$ cat config.mk
export PLATFORM = sky130hd
export DESIGN_NAME = comparator_seq_256
export DESIGN_NICKNAME = d
export VERILOG_FILES = /design/src/rtl/cmp_pkg.sv /design/src/rtl/cmp_chunk.sv /design/src/rtl/comparator_seq_256.sv
export SDC_FILE = /design/constraint.sdc
export NUM_CORES = 1
export LEC_CHECK = 0
export ABC_AREA = 1
export BUFFER_PORTS_ARGS = -buffer_cell sky130_fd_sc_hd__clkbuf_2
export CORE_MARGIN = 2
export CORE_UTILIZATION = 56
export DETAILED_ROUTE_END_ITERATION = 6
export GPL_ROUTABILITY_DRIVEN = 0
export GPL_TIMING_DRIVEN = 1
export PLACE_DENSITY = 0.86
export REMOVE_ABC_BUFFERS = 1
export SYNTH_ARGS = -nofsm -noshare
export SYNTH_HDL_FRONTEND = slang
export SYNTH_SLANG_ARGS = --single-unit
$ cat constraint.sdc
create_clock -name clk -period 2.9 [get_ports clk]
set_input_delay 0.58 -clock clk [delete_from_list [all_inputs] [get_ports clk]]
set_output_delay 0.58 -clock clk [all_outputs]
set_load 0.01 [all_outputs]
$ cat src/rtl/cmp_pkg.sv
// Shared types and default sizing for the sequential wide comparator.
package cmp_pkg;

    localparam int DEF_WIDTH = 256;
    localparam int DEF_CHUNK = 16;

    typedef enum logic [1:0] {
        IDLE = 2'd0,
        RUN  = 2'd1,
        DONE = 2'd2
    } state_t;

    // Index register width; keeps at least one bit when there is a single chunk.
    function automatic int idx_bits(input int n);
        return (n > 1) ? $clog2(n) : 1;
    endfunction

endpackage

$ cat src/rtl/cmp_chunk.sv
// Combinational CHUNK-bit unsigned slice comparator.
module cmp_chunk #(
    parameter int CHUNK = cmp_pkg::DEF_CHUNK
) (
    input  logic [CHUNK-1:0] a,
    input  logic [CHUNK-1:0] b,
    output logic             gt,
    output logic             lt,
    output logic             eq
);

    assign gt = (a > b);
    assign lt = (a < b);
    assign eq = (a == b);

endmodule

$ cat src/rtl/comparator_seq_256.sv
// Sequential WIDTH-bit unsigned comparator, one CHUNK slice per cycle, MSB slice first.
// Define COMPARATOR_SEQ_EARLY_EXIT_EN to finish on the first differing slice.
module comparator_seq_256 #(
    parameter int WIDTH = cmp_pkg::DEF_WIDTH,
    parameter int CHUNK = cmp_pkg::DEF_CHUNK
) (
    input  logic             clk,
    input  logic             rst_n,
    input  logic             in_valid,
    output logic             in_ready,
    input  logic [WIDTH-1:0] a,
    input  logic [WIDTH-1:0] b,
    output logic             out_valid,
    input  logic             out_ready,
    output logic             greater,
    output logic             less,
    output logic             equal
);
    import cmp_pkg::*;

    localparam int NCHUNK = WIDTH / CHUNK;
    localparam int IW     = idx_bits(NCHUNK);
    localparam logic [IW-1:0] LAST_IDX = IW'(NCHUNK - 1);

    state_t           r_state, w_state_next;
    logic             r_active;
    logic [WIDTH-1:0] r_a, r_b, w_a_next, w_b_next;
    logic [IW-1:0]    r_idx, w_idx_next;
    logic             r_gt, r_lt, w_gt_next, w_lt_next;

    logic [CHUNK-1:0] w_a_sl [NCHUNK];
    logic [CHUNK-1:0] w_b_sl [NCHUNK];
    logic             w_sl_gt, w_sl_lt, w_sl_eq;

    genvar gi;
    generate
        for (gi = 0; gi < NCHUNK; gi++) begin : g_slice
            assign w_a_sl[gi] = r_a[gi*CHUNK +: CHUNK];
            assign w_b_sl[gi] = r_b[gi*CHUNK +: CHUNK];
        end
    endgenerate

    cmp_chunk #(.CHUNK(CHUNK)) u_chunk (
        .a  (w_a_sl[r_idx]),
        .b  (w_b_sl[r_idx]),
        .gt (w_sl_gt),
        .lt (w_sl_lt),
        .eq (w_sl_eq)
    );

    // r_active keeps in_ready low until the first edge after reset release.
    always_ff @(posedge clk or negedge rst_n) begin
        if (!rst_n) begin
            r_state  <= IDLE;
            r_active <= 1'b0;
            r_a      <= '0;
            r_b      <= '0;
            r_idx    <= '0;
            r_gt     <= 1'b0;
            r_lt     <= 1'b0;
        end else begin
            r_state  <= w_state_next;
            r_active <= 1'b1;
            r_a      <= w_a_next;
            r_b      <= w_b_next;
            r_idx    <= w_idx_next;
            r_gt     <= w_gt_next;
            r_lt     <= w_lt_next;
        end
    end

    always_comb begin
        w_state_next = r_state;
        w_a_next     = r_a;
        w_b_next     = r_b;
        w_idx_next   = r_idx;
        w_gt_next    = r_gt;
        w_lt_next    = r_lt;
        case (r_state)
            IDLE: begin
                if (in_valid && in_ready) begin
                    w_a_next     = a;
                    w_b_next     = b;
                    w_idx_next   = LAST_IDX;
                    w_gt_next    = 1'b0;
                    w_lt_next    = 1'b0;
                    w_state_next = RUN;
                end
            end
            RUN: begin
                // The first differing slice decides; later slices cannot change it.
                if (!r_gt && !r_lt && !w_sl_eq) begin
                    w_gt_next = w_sl_gt;
                    w_lt_next = w_sl_lt;
                end
`ifdef COMPARATOR_SEQ_EARLY_EXIT_EN
                if (!w_sl_eq || (r_idx == '0)) begin
`else
                if (r_idx == '0) begin
`endif
                    w_state_next = DONE;
                end else begin
                    w_idx_next = r_idx - IW'(1);
                end
            end
            DONE: begin
                if (out_ready) begin
                    w_state_next = IDLE;
                end
            end
            default: w_state_next = IDLE;
        endcase
    end

    assign in_ready  = r_active && (r_state == IDLE);
    assign out_valid = (r_state == DONE);
    assign greater   = out_valid && r_gt;
    assign less      = out_valid && r_lt;
    assign equal     = out_valid && !r_gt && !r_lt;

endmodule

==> results.yml <==
yosys:
  synth_area_per_cell_um2: 11.5
  synth_fa_ha_area_share_pct: 0.829
  synth_xor_area_share_pct: 0
  syn_area_um2: 25600
  yosysWarnings: 0
  synthSimpleGateAreaFrac_pct: 8.51
  netlist_instances: 2225
  synth_top_family_by_area: "multiplexers"
  yosysSeqAreaShare_pct: 50.8
  yosys_register_bits: 521
  synth_mux_area_share_pct: 26.6
  synth_compound_area_share_pct: 8.98
  ys_types: 27
power_and_ir_drop:
  powerDensity_nw_per_um2: 1210
  power_leakage_nw: 15.9
  vdd_drop_max_v: 0.000703
  finalPower_mw: 37.9
setup_path:
  arrival_ns: 3.25
  crit_path_end_kind: "flop"
  slowest_stage: "dfrtp_4"
  crit_required_ns: 3.40
  crit_chain: "buf_12 -> o21ai_0 -> o22ai_1 -> nand2_1 -> nand3_1 -> nand2_1 -> ha_1 -> a21oi_1 -> o21ai_0 -> a21oi_1 -> nand2_1 -> nand2_1 -> nand2_1"
  cpPeakStageDelay_ns: 0.47
  setup.worst_path.start: "r_idx[1]"
  path_class: "reg -> reg"
  critPathMaxFanout: 79
  cpMostUsedCell: "nand2_1"
  reg2reg_from: "r_idx[1]"
  startpoint_type: "flop"
die:
  pin_count: 521
  die_area_um2: 47500
  rows: 78
  die_h_um: 218
  initial_core_util_pct: 56.6
  die_w_um: 218
  core_area_um2: 45300
cells_and_area:
  final_core_util_pct: 69.0
  mostFrequentLayoutCells: "clkbuf_2 (519), dfrtp_1 (517), mux2_4 (330)"
  drive_above_1_share_pct: 43.6
  fillers: 2995
  final_common_cell: "clkbuf_2"
  fin_area_um2: 31300
  fin_cells: 3374
  nets: 3258
  register_area_um2: 13100
  multi_input_area_um2: 11600
  synthToLayoutAreaGrowth_pct: 21.9
hold_path:
  hold_path.class: "in -> reg"
  hp-start: "out_ready"
timing:
  slew_headroom_pct: 63.6
  finalHoldViolCount: 0
  period_needed_ns: 2.76
  fin_skew_ns: 0.0136
  holdWs_ns: 0.165
  fin_crit_sh_pct: 95.0
  worst_pin_slew_ns: 0.546
  setup_slack_ns: 0.144
  slew_viol_final: 0
  final-setup-viol-count: 0
  timing.fmax_mhz: 363
  tns_ns: 0
  rsz0062_at_grt: "no"
placed_design:
  io_buffer_count: 520
  placed_area_um2: 29100
  dpl.hpwl_um: 51400
  dpl.cell_count: 3257
  dp_slack_ns: 0.147
clock_tree:
  cts_buffer_depth: 3
  htree_levels: 2
  cts_buffers: 55
  cts.clk_slew.worst_paths_ns: 0.07
  clock_latency_ns: 0.61
  cts_tree: "done"
  cts_sinks: 521
  clockRootBuffer: "clkbuf_16"
grt:
  grt_pass1_vias: 20800
  grt_pass1_wl_um: 115000
  grt_max_degree: 105
  track_usage_pct: 31.3
  antenna_found_initial: 10
  overflow: 0
run:
  cap_violations: 0
detailed_routing:
  via_count: 20300
  drc: 0
  wl_per_cell_um: 23.1
  dr.pass1.iters: 6
  ant_nets: 0
  postRouteWirelength_um: 78100
  via_per_inst: 6.02
  drt_iter0_markers: 2065
outcome:
  outcome: "completed"
## kinds of logic (layout without fill, tap and decap cells)
kind of cell,after synthesis,in the layout
AO/OA/AOI/OAI,431,431
multiplexers,496,496
other,1,5
AND/OR/NAND/NOR,564,564
buffers and inverters,195,740
flip-flops,521,521
adder cells (fa/ha/maj),17,17
## cell type report
class                           count  share of cell area [%]
Timing Repair Buffer              607                    12.4
Inverter                           31                   0.432
Tap cell                          600                    2.40
Sequential cell                   521                    41.7
Multi-Input combinational cell   1509                    37.0
Antenna cell                        4                  0.0320
Clock buffer                       79                    5.24
Clock inverter                     23                   0.776
## power by group
part | leakage, nW | internal [mW] | switching (mW) | total (mW)
clock | 0.923 | 4.28 | 3.02 | 7.29
sequential | 6.18 | 11.0 | 2.38 | 13.4
combinational | 8.78 | 8.46 | 8.76 | 17.2
total | 15.9 | 23.7 | 14.2 | 37.9
## final timing paths
path	end	slack, ns	depth (start not counted)
max reg2reg	r_gt	0.14	13
max in group asynchronous	r_b[58]	1.54	3
min reg2reg	r_a[180]	0.50	1
min in group asynchronous	r_b[69]	0.53	2
min	r_state[1]	0.16	2
max	r_gt	0.14	13
## Yosys cell counts, drive strengths merged
cell type,n,share of area (%)
conb,1,0.015
nor3b,1,0.049
nor2,267,3.9
nand2,255,3.7
o32ai,1,0.034
dfrtp,521,51
o22ai,112,2.7
mux2,496,27
nand4,1,0.024
or2,1,0.024
nand3,37,0.72
a21oi,39,0.76
inv,31,0.45
buf,93,2.7
ha,17,0.83
clkbuf,71,1.0
nor3,2,0.039
o21ai,278,5.4
a21o,1,0.029
## sequential cells by signal (all words and copies together), names as in the netlist
register,cells
r_a,256
r_b,256
r_idx,4
r_state,2
r_active,1
r_gt,1
r_lt,1
## critical path, delay by kind of cell (launching register included)
family,cells,cell delay (ns)
AND/OR/NAND/NOR,6,0.52
adder cells (fa/ha/maj),1,0.33
flip-flops,1,0.47
AO/OA/AOI/OAI,5,0.94
buffers and inverters,1,0.31
## routing by layer
layer,global-route usage [%],share of wire (%)
met3,5.86,8.1
met1,40.3,39
met5,0,0.082
met2,51.0,48
met4,15.5,4.9
## what timing repair did
action / in CTS / in global routing
endpoints found under the hold margin: 42 / 0
setup endpoints to repair: 0 / 2
gates resized for setup: 0 / 20
setup buffers: 0 / 3
hold buffers: 1 / 0
Note: power is estimated with default switching activity, not from simulation.
